`src/rtl/fpga_ctrl_pkg.sv`:
```
// Shared encodings and defaults for the board-level run sequencer.
// Latency: n/a (types and constants only).
// Backpressure: n/a.
package fpga_ctrl_pkg;

    typedef enum logic [2:0] {
        ST_IDLE  = 3'd0,
        ST_RESET = 3'd1,
        ST_LOAD  = 3'd2,
        ST_RUN   = 3'd3,
        ST_DONE  = 3'd4,
        ST_FAULT = 3'd5
    } state_e;

    localparam logic [1:0] FC_NONE      = 2'd0;
    localparam logic [1:0] FC_DERR_IMEM = 2'd1;
    localparam logic [1:0] FC_DERR_DMEM = 2'd2;
    localparam logic [1:0] FC_LOAD_TMO  = 2'd3;

    localparam int DEF_RST_CYCLES   = 4;
    localparam int DEF_LOAD_TIMEOUT = 256;
    localparam int DEF_RUN_CYCLES   = 64;
    localparam int DEF_CNT_W        = 8;

    // Number of flags high among two, as a 2-bit count.
    function automatic logic [1:0] popcnt2(input logic a, input logic b);
        return {a & b, a ^ b};
    endfunction

endpackage

```
`src/rtl/ecc_err_monitor.sv`:
```
// ECC flag supervisor: combinational double-error hit/source, saturating single-error count.
// Latency: dbl_hit_o same cycle; serr_count_o updates one cycle after the flags.
// Backpressure: none; flags are sampled every cycle while enabled.
module ecc_err_monitor
    import fpga_ctrl_pkg::*;
#(
    parameter int CNT_W = DEF_CNT_W
) (
    input  logic             clk,
    input  logic             rst_n,
    input  logic             en_i,
    input  logic             clr_i,
    input  logic             s_err_imem_i,
    input  logic             s_err_dmem_i,
    input  logic             d_err_imem_i,
    input  logic             d_err_dmem_i,
    output logic             dbl_hit_o,
    output logic [1:0]       dbl_src_o,
    output logic [CNT_W-1:0] serr_count_o
);

    logic [CNT_W-1:0] cnt_q, cnt_d;
    logic [1:0]       inc;
    logic [CNT_W:0]   sum;

    assign dbl_hit_o = en_i & (d_err_imem_i | d_err_dmem_i);
    // IMEM wins when both memories report an uncorrectable error together.
    assign dbl_src_o = d_err_imem_i ? FC_DERR_IMEM : FC_DERR_DMEM;

    always_comb begin
        inc = en_i ? popcnt2(s_err_imem_i, s_err_dmem_i) : 2'b00;
        sum = {1'b0, cnt_q} + {{(CNT_W-1){1'b0}}, inc};
        if (clr_i) begin
            cnt_d = '0;
        end else if (sum[CNT_W]) begin
            cnt_d = '1;
        end else begin
            cnt_d = sum[CNT_W-1:0];
        end
    end

    always_ff @(posedge clk or negedge rst_n) begin
        if (!rst_n) begin
            cnt_q <= '0;
        end else begin
            cnt_q <= cnt_d;
        end
    end

    assign serr_count_o = cnt_q;

endmodule

```
`src/rtl/fpga_run_sequencer.sv`:
```
// Run controller: resets loader/CPU, waits for IMEM load, runs a fixed window, captures ResultW, latches ECC faults.
// Latency: all outputs registered; state changes take effect on the edge after the triggering input.
// Backpressure: none; triggers arriving while a run is in flight are dropped.
module fpga_run_sequencer
    import fpga_ctrl_pkg::*;
#(
    parameter int RST_CYCLES   = DEF_RST_CYCLES,
    parameter int LOAD_TIMEOUT = DEF_LOAD_TIMEOUT,
    parameter int RUN_CYCLES   = DEF_RUN_CYCLES,
    parameter int CNT_W        = DEF_CNT_W
) (
    input  logic             clk,
    input  logic             rst,
    input  logic             start,
    input  logic [2:0]       sw,
    input  logic             loader_done,
    input  logic [31:0]      result_in,
    input  logic             s_err_imem,
    input  logic             s_err_dmem,
    input  logic             d_err_imem,
    input  logic             d_err_dmem,
    output logic             sub_rst_n,
    output logic [2:0]       alu_op,
    output logic [31:0]      result,
    output logic             result_valid,
    output logic             busy,
    output logic             fatal,
    output logic [1:0]       fault_code,
    output logic [CNT_W-1:0] serr_count
);

    localparam int M1 = (RST_CYCLES > RUN_CYCLES) ? RST_CYCLES : RUN_CYCLES;
    localparam int M2 = (M1 > LOAD_TIMEOUT) ? M1 : LOAD_TIMEOUT;
    localparam int CW = $clog2(M2 + 1);

    state_e      state_q, state_d;
    logic [CW-1:0] cnt_q, cnt_d;
    logic        start_q;
    logic [2:0]  alu_op_q, alu_op_d;
    logic [31:0] result_q, result_d;
    logic        rv_q, rv_d;
    logic        fatal_q, fatal_d;
    logic [1:0]  fc_q, fc_d;
    logic        sub_rst_n_q, sub_rst_n_d;
    logic        busy_q, busy_d;

    logic        start_rise;
    logic        launch;
    logic        ecc_en;
    logic        serr_clr;
    logic        dbl_hit;
    logic [1:0]  dbl_src;

    assign start_rise = start & ~start_q;
    assign ecc_en     = (state_q == ST_LOAD) || (state_q == ST_RUN) || (state_q == ST_DONE);
    // A switch change only restarts a finished run; FAULT needs an explicit start.
    assign launch     = ((state_q == ST_IDLE) || (state_q == ST_FAULT) || (state_q == ST_DONE)) &&
                        (start_rise || ((state_q == ST_DONE) && (sw != alu_op_q)));

    ecc_err_monitor #(.CNT_W(CNT_W)) u_ecc (
        .clk          (clk),
        .rst_n        (rst),
        .en_i         (ecc_en),
        .clr_i        (serr_clr),
        .s_err_imem_i (s_err_imem),
        .s_err_dmem_i (s_err_dmem),
        .d_err_imem_i (d_err_imem),
        .d_err_dmem_i (d_err_dmem),
        .dbl_hit_o    (dbl_hit),
        .dbl_src_o    (dbl_src),
        .serr_count_o (serr_count)
    );

    always_comb begin
        state_d  = state_q;
        cnt_d    = cnt_q;
        alu_op_d = alu_op_q;
        result_d = result_q;
        rv_d     = rv_q;
        fatal_d  = fatal_q;
        fc_d     = fc_q;
        serr_clr = 1'b0;

        // An uncorrectable error pre-empts load completion, run expiry and restarts.
        if (dbl_hit) begin
            state_d = ST_FAULT;
            cnt_d   = '0;
            rv_d    = 1'b0;
            fatal_d = 1'b1;
            fc_d    = dbl_src;
        end else if (launch) begin
            state_d  = ST_RESET;
            cnt_d    = '0;
            alu_op_d = sw;
            rv_d     = 1'b0;
            fatal_d  = 1'b0;
            fc_d     = FC_NONE;
            serr_clr = 1'b1;
        end else begin
            unique case (state_q)
                ST_RESET: begin
                    if (cnt_q == CW'(RST_CYCLES - 1)) begin
                        state_d = ST_LOAD;
                        cnt_d   = '0;
                    end else begin
                        cnt_d = cnt_q + CW'(1);
                    end
                end
                ST_LOAD: begin
                    if (loader_done) begin
                        state_d = ST_RUN;
                        cnt_d   = '0;
                    end else if (cnt_q == CW'(LOAD_TIMEOUT - 1)) begin
                        state_d = ST_FAULT;
                        cnt_d   = '0;
                        rv_d    = 1'b0;
                        fatal_d = 1'b1;
                        fc_d    = FC_LOAD_TMO;
                    end else begin
                        cnt_d = cnt_q + CW'(1);
                    end
                end
                ST_RUN: begin
                    if (cnt_q == CW'(RUN_CYCLES - 1)) begin
                        state_d  = ST_DONE;
                        cnt_d    = '0;
                        result_d = result_in;
                        rv_d     = 1'b1;
                    end else begin
                        cnt_d = cnt_q + CW'(1);
                    end
                end
                default: begin
                end
            endcase
        end

        // Decode from the next state so the registered outputs line up with state_q.
        sub_rst_n_d = (state_d == ST_LOAD) || (state_d == ST_RUN) || (state_d == ST_DONE);
        busy_d      = (state_d == ST_RESET) || (state_d == ST_LOAD) || (state_d == ST_RUN);
    end

    always_ff @(posedge clk or negedge rst) begin
        if (!rst) begin
            state_q     <= ST_IDLE;
            cnt_q       <= '0;
            start_q     <= 1'b0;
            alu_op_q    <= 3'b000;
            result_q    <= 32'd0;
            rv_q        <= 1'b0;
            fatal_q     <= 1'b0;
            fc_q        <= FC_NONE;
            sub_rst_n_q <= 1'b0;
            busy_q      <= 1'b0;
        end else begin
            state_q     <= state_d;
            cnt_q       <= cnt_d;
            start_q     <= start;
            alu_op_q    <= alu_op_d;
            result_q    <= result_d;
            rv_q        <= rv_d;
            fatal_q     <= fatal_d;
            fc_q        <= fc_d;
            sub_rst_n_q <= sub_rst_n_d;
            busy_q      <= busy_d;
        end
    end

    assign sub_rst_n    = sub_rst_n_q;
    assign alu_op       = alu_op_q;
    assign result       = result_q;
    assign result_valid = rv_q;
    assign busy         = busy_q;
    assign fatal        = fatal_q;
    assign fault_code   = fc_q;

endmodule

```
`config.mk`:
```
export PLATFORM = sky130hd
export DESIGN_NAME = fpga_run_sequencer
export DESIGN_NICKNAME = d
export VERILOG_FILES = /design/src/rtl/fpga_ctrl_pkg.sv /design/src/rtl/ecc_err_monitor.sv /design/src/rtl/fpga_run_sequencer.sv
export SDC_FILE = /design/constraint.sdc
export NUM_CORES = 1
export LEC_CHECK = 0
export ABC_CLOCK_PERIOD_IN_PS = 2500
export CORE_MARGIN = 5
export CORE_UTILIZATION = 40
export CTS_CLUSTER_DIAMETER = 200
export DETAILED_ROUTE_END_ITERATION = 8
export GPL_TIMING_DRIVEN = 0
export PLACE_DENSITY_LB_ADDON = 0.08
export SYNTH_ARGS = -nofsm -noshare
export SYNTH_HDL_FRONTEND = slang
export SYNTH_SLANG_ARGS = --single-unit
```
`constraint.sdc`:
```
create_clock -name clk -period 2.5 [get_ports clk]
set_input_delay 0.375 -clock clk [delete_from_list [all_inputs] [get_ports clk]]
set_output_delay 0.375 -clock clk [all_outputs]
set_load 0.01 [all_outputs]
```
==> qor.csv, run 1 <==
metric;value;unit
Post-synth EDFFs;0;
slowest stage delay, CP;0.49;ns
top-area cell type share of the netlist area;0.529;
Initial Utilization;0.407;
largest net degree at the start of global routing;63;
fin util;0.598;
Final ANT Viol Nets;0;
Synth Register Bits;62;
clk sinks;62;
Core Area;0.00721;sq mm
Multi-input gate area;0.00133;sq mm
most frequent cells in the layout;clkdlybuf4s50_1, dfrtp_1, mux2_2;
clock latency on the worst-skew pair;0.34;ns
post-synthesis cell count;252;
initial antenna violation count;0;
setup tns final;0;ns
die width;95.6;um
Seq/Total Area, Yosys;0.529;
Relative slew margins;0.491;
count of cell types in the netlist;53;
max-cap viol count;0;
startpoint class of the critical path;flop;
Slew Limit Fails;0;
placed inst area;0.00397;sq mm
Yosys warning count;0;
endpoints failing setup;0;
worst r2r path cells;6;
Worst VDD drop;0.630;mV
total die area;0.00915;sq mm
fill cell count;636;
Final Skew;0.00925;ns
syn_nets;302;
top cell type by total area after synthesis;dfrtp_1;
gr ovfl total;0;
Post-synth ARST share;1.00;
first-pass GRT wire length;10700;um
share of layout cells above drive strength 1;0.201;
CP endpoint kind;flop;
Top-Level Pins;92;
# H-tree levels;3;
Die H;95.6;um
Fin. Hold Viols;0;
leakage power;1.89;nW
Total Routing Usage GR;0.152;
via count;2332;
Finished Cell Area;0.00431;sq mm
worst path required time;2.72;ns
Worst Max-Slew Pin Slew;0.763;ns
RR Startpoint;cnt_q[0];
CTS tree;yes;
CTS Buf Count;9;
Initial DRT Pass Iterations;4;
crit path kind;flop to flop;
top cells by area, synth;dfrtp_1, mux2_2, ha_1;
P&R area growth vs syn;47.0;%
reg2reg end;result[22];
Via density;5.05;
pwr/cell area;852;mW/mm^2
antenna cells;0;
RSZ-0062 raised after global routing;false;
Main synth FF type;dfrtp_1;
Syn Area/Cell;11.6;sq um
vias in the first global route;2205;
R2R Setup Slk;0.12;ns
Critical path origin;cnt_q[0];
min cycle time layout;2.38;ns
Final nets;408;
CTS max path bufs;2;
Worst setup endpoint;result[22];
DR iter-0 viols;43;
slowest cell on the critical path;or4b_4;
FMAX;0.420;GHz
period utilisation layout;0.952;
crit path max fanout;10;
status;completed;
CP arrival;2.60;ns
Worst-path clk slew;0.08;ns
crit path cell chain;ha_4, or4b_4, or3_1, nor2_4, buf_6, mux2_2;
DR WL/cell;14.8;um
final WL;6850;um
Hold Crit Class;input port to asynchronous set/reset pin;
# DRC;0;
synthesized area;0.00293;sq mm
leading cell type in the layout, fill and taps excluded;clkdlybuf4s50_1;
GP Congestion;0.835;
IO buf count;91;
register area;0.00155;sq mm
Root Buffer;clkbuf_8;
number of cell rows;31;
DPL Wire Length;5030;um
-- state kept, by name, indices dropped and copies added, names as in the netlist --
signal and flops:
state_q 3, start_q 1, fault_code 2, cnt_q 9, sub_rst_n 1, alu_op 3
fatal 1, busy 1, result 32, result_valid 1, u_ecc.serr_count_o 8
-- cells in the mapped netlist, types with 3 or more instances --
library cell	number
a31oi_1	6
ha_1	6
nor2b_1	4
mux2_2	32
dfrtp_1	62
or3_1	5
buf_6	3
xnor2_1	6
o2bb2ai_1	3
a21oi_1	12
nor2_1	13
nand2_1	18
inv_1	11
nor3_1	6
o22ai_1	3
clkbuf_1	4
nand3_1	6
nand2b_1	4
o21ai_0	8
-- critical path: cells and delay by family (launching register included) --
family | cells | cell delay [ns]
and+or+nand+nor | 3 | 1.14
DFF | 1 | 0.43
muxes | 1 | 0.34
buffers and inverters | 1 | 0.18
adders and majority gates | 1 | 0.17
-- power breakdown --
group          internal [W]  total (W)  switching (W)
clock              0.000768    0.00119       0.000423
combinational      0.000591    0.00120       0.000610
sequential          0.00115    0.00128       0.000125
total               0.00251    0.00367        0.00116
-- routing by layer --
| layer | global-route usage | vias to the layer above | wire [um] |
|---|---|---|---|
| met5 | 0 | - | 0 |
| met1 | 0.202 | 1116 | 3280 |
| li1 | - | 1125 | - |
| met2 | 0.232 | 82 | 2980 |
| met3 | 0.0434 | 9 | 489 |
| met4 | 0.0652 | 0 | 95 |
-- cell type report --
cell class | instances | area share
inverter | 11 | 0.00958
buffer | 8 | 0.0125
tap | 99 | 0.0287
sequential | 62 | 0.360
clock buffer | 9 | 0.0287
multi-input combinational | 171 | 0.309
clock inverter | 7 | 0.0337
timing repair buffer | 95 | 0.218
-- cell families (layout without fill, tap and decap cells) --
kind of cell | after synthesis | in the layout | synth area share
muxes | 36 | 36 | 0.139
buffers and inverters | 19 | 130 | 0.0324
and+or+nand+nor | 73 | 73 | 0.136
xor gates and xnor gates | 7 | 7 | 0.0209
adders and majority gates | 8 | 8 | 0.0358
DFF | 62 | 62 | 0.529
AOI/OAI and AO/OA | 47 | 47 | 0.107
-- repair_timing --
item                                    in CTS  in global routing
buffers inserted                             1                  3
pin swaps                                    3                  4
gates resized for setup                      2                 10
endpoints found under the setup margin      32                 40
hold buffers                                 0                  0
-- worst min-delay path by stage --
| stage | start | to | slack [ns] | cells past startpoint |
|---|---|---|---|---|
| 6_report | rst | result[2] | 0.10 | 1 |
| 3_5_place_dp | result[5] | result[5] | 0.47 | 1 |
| 5_1_grt | rst | result[2] | 0.17 | 1 |
| 3_3_place_gp | result[5] | result[5] | 0.47 | 1 |
| 4_1_cts | rst | result[2] | 0.14 | 1 |
| 2_1_floorplan | rst | alu_op[0] | 0.08 | 0 |
-- metrics by stage --
stage / setup WS [ns] / total power [W] / hold WS, ns / instances
floorplan: 0.203 / 0.00197 / 0.0794 / 252
global placement: -1.04 / 0.00244 / 0.470 / 442
detailed placement: -0.111 / 0.00244 / 0.474 / 442
CTS: 0.0182 / 0.00365 / 0.135 / 459
global route: 0.00554 / 0.00389 / 0.171 / 462
finish: 0.121 / 0.00367 / 0.103 / 462
No activity file was read; power rests on OpenSTA's default activity.
==> run 2: changes to the inputs <==
--- a/config.mk
+++ b/config.mk
@@ -14,4 +14,5 @@
 export PLACE_DENSITY_LB_ADDON = 0.08
 export SYNTH_ARGS = -nofsm -noshare
 export SYNTH_HDL_FRONTEND = slang
+export SYNTH_HIERARCHICAL = 1
 export SYNTH_SLANG_ARGS = --single-unit
==> qor.csv, run 2 <==
metric;value;unit;change
pwr/cell area;624;mW/mm^2;-27%
Worst Max-Slew Pin Slew;0.776;ns;+0.0127 ns
max reg flops;32;;unchanged
Fin. Hold Viols;0;;unchanged
Relative slew margins;0.483;;-0.00848
sw power;0.000776;W;-33%
# H-tree levels;3;;unchanged
vias in the first global route;2442;;+11%
crit path max fanout;10;;unchanged
Root Buffer;clkbuf_8;;
DR WL/cell;15.2;um;+2.6%
via count;2438;;+4.5%
switching portion of total power;0.284;;-0.0314
top-area cell type share of the netlist area;0.509;;-0.0195
WHS;0.117;ns;+0.0139 ns
gr ovfl total;0;;unchanged
Commonest cells post-synth;dfrtp_1, mux2_2, a21oi_1;;
status;completed;;
Top-Level Pins;92;;unchanged
leading cell type in the layout, fill and taps excluded;clkdlybuf4s50_1;;
CTS max path bufs;2;;unchanged
P&R area growth vs syn;43.6;%;
IO buf count;91;;unchanged
crit path kind;flop to flop;;
min cycle time layout;2.36;ns;-0.0185 ns
CP endpoint kind;flop;;
Hold Crit Class;input port to asynchronous set/reset pin;;
most frequent cells in the layout;clkdlybuf4s50_1, dfrtp_1, mux2_2;;
largest net degree at the start of global routing;63;;unchanged
R2R Setup Slk;0.14;ns;+0.02 ns
Final ANT Viol Nets;0;;unchanged
Core Area;0.00733;sq mm;+1.6%
Worst-path clk slew;0.08;ns;about the same
period utilisation layout;0.944;;-0.00738
Yosys warning count;6;;+6
sequential share of power;0.457;;+0.109
Pwr Total;0.00273;W;-26%
CTS Buf Count;9;;unchanged
post-synthesis cell count;274;;+8.7%
Synth Register Bits;62;;unchanged
Worst VDD drop;0.343;mV;-46%
worst path required time;2.76;ns;+0.04 ns
Post-synth ARST share;1.00;;unchanged
combinational power share;0.228;;-0.099
endpoints failing setup;0;;unchanged
Initial Utilization;0.416;;+0.00891
Total Routing Usage GR;0.162;;+0.00939
Die H;97.3;um;+1.7%
setup tns final;0;ns;unchanged
top cells by area, synth;dfrtp_1, mux2_2, a21oi_1;;
Via density;5.03;;-0.41%
count of cell types in the netlist;56;;+5.7%
synthesized area;0.00305;sq mm;+3.8%
first-pass GRT wire length;12300;um;+15%
final WL;7380;um;+7.7%
GP Congestion;0.782;;-6.3%
Final nets;432;;+5.9%
Syn Area/Cell;11.1;sq um;-4.5%
Cell Int Power;0.00195;W;-22%
Initial DRT Pass Iterations;4;;unchanged
Clk pwr share;0.315;;-0.009
CTS tree;yes;;
Main synth FF type;dfrtp_1;;
FMAX;0.424;GHz;+0.78%
Seq/Total Area, Yosys;0.509;;-0.0195
Final Skew;0.0114;ns;+0.00216 ns
clk sinks;62;;unchanged
DPL Wire Length;5480;um;+9.0%
startpoint class of the critical path;flop;;
max-cap viol count;0;;unchanged
number of cell rows;31;;unchanged
clock latency on the worst-skew pair;0.34;ns;about the same
total die area;0.00946;sq mm;+3.4%
# DRC;0;;unchanged
Finished Cell Area;0.00438;sq mm;+1.5%
antenna cells;0;;unchanged
die width;97.3;um;+1.7%
initial antenna violation count;0;;unchanged
leakage power;1.97;nW;+4.3%
CP arrival;2.62;ns;+0.02 ns
syn_nets;324;;+7.3%
top cell type by total area after synthesis;dfrtp_1;;
share of layout cells above drive strength 1;0.228;;+0.0269
DR iter-0 viols;73;;+70%
count leader, synth;dfrtp_1;;
Post-synth EDFFs;0;;unchanged
Slew Limit Fails;0;;unchanged
placed inst area;0.00408;sq mm;+2.8%
[run 2: logic make-up (layout without fill, tap and decap cells)]
kind of cell,count (synthesis),count (layout),share of synthesized area
fa+ha+maj,7,7,0.0312
simple gates,78,78,0.148
flops,62,62,0.509
compound gates,56,56,0.121
buf+inv,31,143,0.0444
mux,36,36,0.134
xor+xnor,4,4,0.0115
[run 2: critical path, cell delays in order, from the launching register on]
cell and delay, ns:
dfrtp_1 0.40, clkbuf_4 0.20, nor3b_4 0.21, or2_4 0.16
and2_1 0.12, ha_1 0.18, inv_1 0.06, fa_2 0.37
and3b_2 0.28, buf_4 0.12, o21bai_1 0.05, a31oi_1 0.15
[run 2: metal layers]
metal / GRT usage / vias to the layer above / part of all wire
met3: 0.0402 / 4 / 0.049
met1: 0.196 / 1177 / 0.42
met4: 0.0607 / 0 / 0.0085
li1: - / 1197 / -
met2: 0.277 / 60 / 0.52
met5: 0 / - / 0
[run 2: power groups by stage]
stage | Clock (W) | Sequential (W) | Combinational, W
2_1_floorplan | 0 | 0.00128 | 0.000259
3_3_place_gp | 0 | 0.00126 | 0.000614
3_5_place_dp | 0 | 0.00126 | 0.000623
4_1_cts | 0.000889 | 0.00125 | 0.000627
5_1_grt | 0.000936 | 0.00127 | 0.000692
6_report | 0.000860 | 0.00125 | 0.000622
[run 2: layout make-up]
class / instances / area, sq um
clock buffers: 11 / 141
well taps: 99 / 124
fillers: 621 / 2960
flip-flops and latches: 62 / 1550
repair buffers: 97 / 953
multi-input cells: 181 / 1400
clock inverters: 4 / 47.5
plain buffers: 14 / 95.1
inverters: 17 / 63.8
[run 2: path summary, 6_finish.rpt]
check                           start                    end  cells past startpoint
setup / recovery           state_q[1]  u_ecc/serr_count_o[4]                     11
hold / removal                    rst  u_ecc/serr_count_o[1]                      1
setup reg to reg           state_q[1]  u_ecc/serr_count_o[4]                     11
hold reg to reg             result[5]              result[5]                      1
max in group asynchronous         rst              alu_op[1]                      1
min in group clk            result[5]              result[5]                      1
[run 2: per-stage QoR]
stage          setup WS, ns  utilization  cells
2_1_floorplan         0.152            -    274
3_3_place_gp          -1.07        0.557    464
3_5_place_dp         -0.250        0.556    464
4_1_cts             0.00730        0.586    479
5_1_grt            -0.00121        0.597    485
6_report              0.139        0.597    485
[run 2: what timing repair did]
action	4_1_cts	5_1_grt
gates resized for setup	10	13
pin swaps	1	4
endpoints found under the setup margin	47	47
hold buffers	0	0
buffers inserted	0	6
==> run 3: changes to the inputs <==
--- a/config.mk
+++ b/config.mk
@@ -7,7 +7,7 @@
 export LEC_CHECK = 0
 export ABC_CLOCK_PERIOD_IN_PS = 2500
 export CORE_MARGIN = 5
-export CORE_UTILIZATION = 40
+export CORE_UTILIZATION = 47
 export CTS_CLUSTER_DIAMETER = 200
 export DETAILED_ROUTE_END_ITERATION = 8
 export GPL_TIMING_DRIVEN = 0
==> qor.csv, run 3 (synthesis results as in run 2) <==
metric;value;unit;change
status;completed;;
sequential share of power;0.427;;-0.030
P&R area growth vs syn;43.7;%;about the same
fill cell count;470;;-24%
Core Area;0.00631;sq mm;-14%
number of cell rows;29;;-6.5%
crit path kind;flop to flop;;
Clk pwr share;0.360;;+0.045
global route hottest layer;met2;;
worst path required time;2.75;ns;about the same
# DRC;0;;unchanged
Hold-fix buffers, CTS;0;;unchanged
CP endpoint kind;flop;;
largest net degree at the start of global routing;63;;unchanged
total die area;0.00819;sq mm;-13%
Worst Max-Slew Pin Slew;0.784;ns;+0.00843 ns
pwr/cell area;672;mW/mm^2;+7.7%
Total Routing Usage GR;0.179;;+0.0176
sw power;0.000803;W;+3.5%
clk sinks;62;;unchanged
CTS max path bufs;2;;unchanged
initial antenna violation count;0;;unchanged
via count;2477;;+1.6%
CTS tree;yes;;
Layout Cells excl Fill;461;;-4.9%
Initial DRT Pass Iterations;4;;unchanged
crit path max fanout;10;;unchanged
Placed Instances;442;;-4.7%
DR WL/cell;15.7;um;+3.4%
Via density;5.37;;+6.9%
antenna cells;0;;unchanged
worst r2r path cells;12;;+1
vias in the first global route;2342;;-4.1%
max reg flops;32;;unchanged
gr ovfl total;0;;unchanged
min cycle time layout;2.39;ns;+0.0341 ns
endpoints failing setup;0;;unchanged
Hold Crit Class;input port to asynchronous set/reset pin;;
clock latency on the worst-skew pair;0.33;ns;about the same
Final nets;429;;-0.69%
startpoint class of the critical path;flop;;
Pwr Total;0.00294;W;+7.7%
Slew Limit Fails;0;;unchanged
switching portion of total power;0.273;;-0.0112
die width;90.5;um;-7.0%
# H-tree levels;3;;unchanged
combinational power share;0.214;;-0.014
Root Buffer;clkbuf_8;;
met1 GRT Util;0.240;;+0.0440
R2R Setup Slk;0.11;ns;-0.03 ns
first-pass GRT wire length;11900;um;-3.3%
GR Util met2;0.280;;+0.00320
GR Util met3;0.0475;;+0.00730
DR iter-0 viols;66;;-9.6%
leading cell type in the layout, fill and taps excluded;clkdlybuf4s50_1;;
Die H;90.5;um;-7.0%
final WL;7250;um;-1.7%
Fin. Hold Viols;0;;unchanged
CP arrival;2.65;ns;+0.03 ns
Worst VDD drop;0.369;mV;+7.6%
share of layout cells above drive strength 1;0.227;;-0.00142
Final ANT Viol Nets;0;;unchanged
leakage power;1.97;nW;+0.27%
Relative slew margins;0.477;;-0.00562
DPL Wire Length;5280;um;-3.6%
GP Congestion;0.836;;+7.0%
Initial Utilization;0.483;;+0.0670
Final Skew;0.0110;ns;-0.000407 ns
Worst-path clk slew;0.07;ns;about the same
CTS Buf Count;9;;unchanged
IO buf count;91;;unchanged
period utilisation layout;0.958;;+0.0136
FMAX;0.418;GHz;-1.4%
Top-Level Pins;92;;unchanged
most frequent cells in the layout;clkdlybuf4s50_1, dfrtp_1, mux2_2;;
max-cap viol count;0;;unchanged
Cell Int Power;0.00214;W;+9.4%
==> run 3: stage by stage <==
step | area (sq um) | hold slack, ns | worst slack [ns] | TNS [ns] | util
3_3_place_gp | 4050 | 0.475 | -1.03 | -66.10 | 0.642
3_5_place_dp | 4050 | 0.486 | -0.238 | -2.39 | 0.642
6_report | 4380 | 0.121 | 0.105 | 0 | 0.693
4_1_cts | 4320 | 0.142 | 0.0173 | 0 | 0.684
2_1_floorplan | 3050 | 0.0794 | 0.152 | 0 | -
5_1_grt | 4380 | 0.176 | -0.0537 | -0.104 | 0.693
==> run 3: layout make-up <==
class	instances	area, sq um	area share
Sequential cell	62	1550	0.354
Multi-Input combinational cell	181	1410	0.322
Timing Repair Buffer	94	931	0.213
Clock buffer	10	128	0.0292
Clock inverter	6	109	0.0249
Tap cell	77	96.3	0.0220
Buffer	14	88.8	0.0203
Inverter	17	63.8	0.0146
==> run 3: metal layers <==
metal	routed length [um]	up-vias
met5	0	-
met1	3180	1202
li1	-	1201
met2	3630	66
met3	338	8
met4	98	0
==> run 3: worst paths after layout <==
check,startpoint,endpoint
max,cnt_q[0],cnt_q[6]
min,rst,u_ecc/serr_count_o[1]
max reg2reg,cnt_q[0],cnt_q[6]
min reg2reg,result[6],result[6]
max in group asynchronous,rst,result[28]
min in group clk,result[6],result[6]
==> run 3: critical path, cell delays in order, from the launching register on <==
cell and delay (ns):
dfrtp_1 0.42, ha_2 0.24, nand3_4 0.13, nor2_4 0.05
nand3_1 0.14, inv_1 0.06, ha_1 0.20, o21bai_1 0.20
o41ai_1 0.14, a21oi_1 0.22, clkbuf_4 0.24, nand4b_1 0.11
a21oi_1 0.18
==> run 3: what timing repair did <==
| item | in CTS | in global routing |
|---|---|---|
| gates resized for setup | 10 | 14 |
| buffers inserted | 0 | 3 |
| endpoints found under the setup margin | 46 | 47 |
| pin swaps | 1 | 2 |
==> run 3: power by group through the flow <==
stage / logic [W] / registers [W] / clock network [W]
2_1_floorplan: 0.000259 / 0.00128 / 0
3_3_place_gp: 0.000612 / 0.00126 / 0
3_5_place_dp: 0.000621 / 0.00126 / 0
4_1_cts: 0.000626 / 0.00125 / 0.00108
5_1_grt: 0.000692 / 0.00127 / 0.00112
6_report: 0.000628 / 0.00125 / 0.00106
==> RTL edit: new RTL, settings of run 2 <==
Re-encode `state_e` (6 states) as one-hot, 6 bits wide.
--- a/src/rtl/fpga_ctrl_pkg.sv
+++ b/src/rtl/fpga_ctrl_pkg.sv
@@ -3,13 +3,13 @@
 // Backpressure: n/a.
 package fpga_ctrl_pkg;
 
-    typedef enum logic [2:0] {
-        ST_IDLE  = 3'd0,
-        ST_RESET = 3'd1,
-        ST_LOAD  = 3'd2,
-        ST_RUN   = 3'd3,
-        ST_DONE  = 3'd4,
-        ST_FAULT = 3'd5
+    typedef enum logic [5:0] {
+        ST_IDLE  = 6'b000001,
+        ST_RESET = 6'b000010,
+        ST_LOAD  = 6'b000100,
+        ST_RUN   = 6'b001000,
+        ST_DONE  = 6'b010000,
+        ST_FAULT = 6'b100000
     } state_e;
 
     localparam logic [1:0] FC_NONE      = 2'd0;
Formal check against the unedited RTL: no difference found for any inputs over 10 cycles, from zero or initial values and one cycle with rst low; not proved beyond that.
==> RTL edit against run 2 <==
The flow now finishes with violations (setup timing); sequential share of layout area decreased by 1.7 points; routed wire length increased by 15%; count of clock-buffer cells in the layout unchanged; worst setup slack got worse by 0.37 ns; critical endpoint is now sub_rst_n; area after synthesis increased by 7.5%; clock skew increased by 0.0022 ns; maximum frequency decreased by 14%; sequential cell count increased by 3; design area increased by 10%; highest routed layer unchanged.
Power is not compared: it rests on default switching activity, and its combinational part moved more than twofold at a synthesized area within 25%.
==> RTL edit: results (changes against run 2) <==
| Metric | Value |
|---|---|
| WHS | 0.128 ns (was 0.117 ns) |
| Post_cts resized | 32 (was 10) |
| WL met1 | 3590 um (was 3120 um) |
| Layout Skew | 0.0136 ns (was 0.0114 ns) |
| Setup bufs post-CTS | 11 (was 0) |
| Net Switching | 449 uW |
| Final setup fails | 47 (was 0) |
| First-pass GRT wire length | 13800 um (was 12300 um) |
| Result of the run | finished, violations left (was finished clean) |
| Detailed Route WL | 8500 um (was 7380 um) |
| # diodes | 0 (unchanged) |
| Failing checks | setup timing |
| Vias/cell | 5.36 (was 5.03) |
| GRT Util Overall | 17.3% (was 16.2%) |
| Vias in the first global route | 2782 (was 2442) |
| Routability cong. | 0.809 (was 0.782) |
| Placed cell area | 0.00439 mm2 (was 0.00408 mm2) |
| CP arrival | 2.97 ns (was 2.62 ns) |
| Relative slew margins | 43.0% (was 48.3%) |
| Detailed Place HPWL | 5860 um (was 5480 um) |
| Ys async rst share | 100% (unchanged) |
| Met2 Track Usage GR | 25.9% (was 27.7%) |
| Placed cells | 494 (was 464) |
| Setup TNS | -6.46 ns (was 0 ns) |
| Fillers | 688 (was 621) |
| Post-layout net count | 462 (was 432) |
| Top delay family on crit path | simple AND/OR/NAND/NOR gates (unchanged) |
| Largest net degree at the start of global routing | 66 (was 63) |
| Final WS setup | -0.230 ns (was 0.139 ns) |
| Met2 wire length | 4090 um (was 3830 um) |
| Fraction of layout instances using a drive strength above 1 | 28.2% (was 22.8%) |
| Iteration-0 DRC Markers | 98 (was 73) |
| Warnings, synthesis | 6 (unchanged) |
| Setup Slack @ Placement | -0.481 ns (was -0.250 ns) |
| Synth top area cells | dfrtp_1 49%, mux2_2 12%, nand3_1 2.9% (was dfrtp_1 51%, mux2_2 12%, a21oi_1 3.0%) |
| Sequential share of the synthesized area | 49.7% (was 50.9%) |
| WL met3 | 741 um (was 362 um) |
| Cells after Synth | 298 (was 274) |
| Worst Path Max Fanout | 7 (was 10) |
| Met1 Use GR | 22.2% (was 19.6%) |
| Crit-path slowest cell | or4_4 (was dfrtp_1) |
| Syn Nets | 348 (was 324) |
| Number of iterations in the first detailed-routing pass | 4 (unchanged) |
| Commonest cells in the netlist | 64 x dfrtp_1, 35 x mux2_2, 19 x nand3_1, 16 x nor2_1, 13 x inv_1 (was 62 x dfrtp_1, 33 x mux2_2, 18 x a21oi_1, 17 x inv_1, 13 x nor2_1) |
| Synth unique cells | 63 (was 56) |
| Grt met3 use | 7.96% (was 4.02%) |
| Non-Filler Instances | 520 (was 485) |
| Slowest stage delay, CP | 0.64 ns (was 0.40 ns) |
## RTL edit: cells by family (layout without fill, tap and decap cells)
group / Yosys count / count (layout) / synth area share [%]
compound gates: 58 / 58 / 12.8
xor+xnor: 6 / 6 / 1.60
fa+ha+maj: 7 / 7 / 2.90
buf+inv: 31 / 148 / 3.93
flops: 65 / 65 / 49.7
mux: 35 / 35 / 12.0
simple gates: 96 / 96 / 17.1
## RTL edit: path summary, 6_finish.rpt
path / start / endpoint / cells past startpoint
max in group asynchronous: rst / state_q[2] / 1
min: rst / busy / 1
min reg2reg: fatal / fatal / 1
max reg2reg: state_q[3] / sub_rst_n / 10
max: state_q[3] / sub_rst_n / 10
min in group clk: fatal / fatal / 1
## RTL edit: layout make-up
class	instances	area [um2]	share of cell area [%]
plain buffers	14	116	2.41
clock buffers	11	151	3.14
clock inverters	3	17.5	0.363
inverters	14	53.8	1.12
multi-input cells	202	1680	34.8
flip-flops and latches	65	1630	33.8
well taps	105	131	2.73
repair buffers	106	1040	21.7
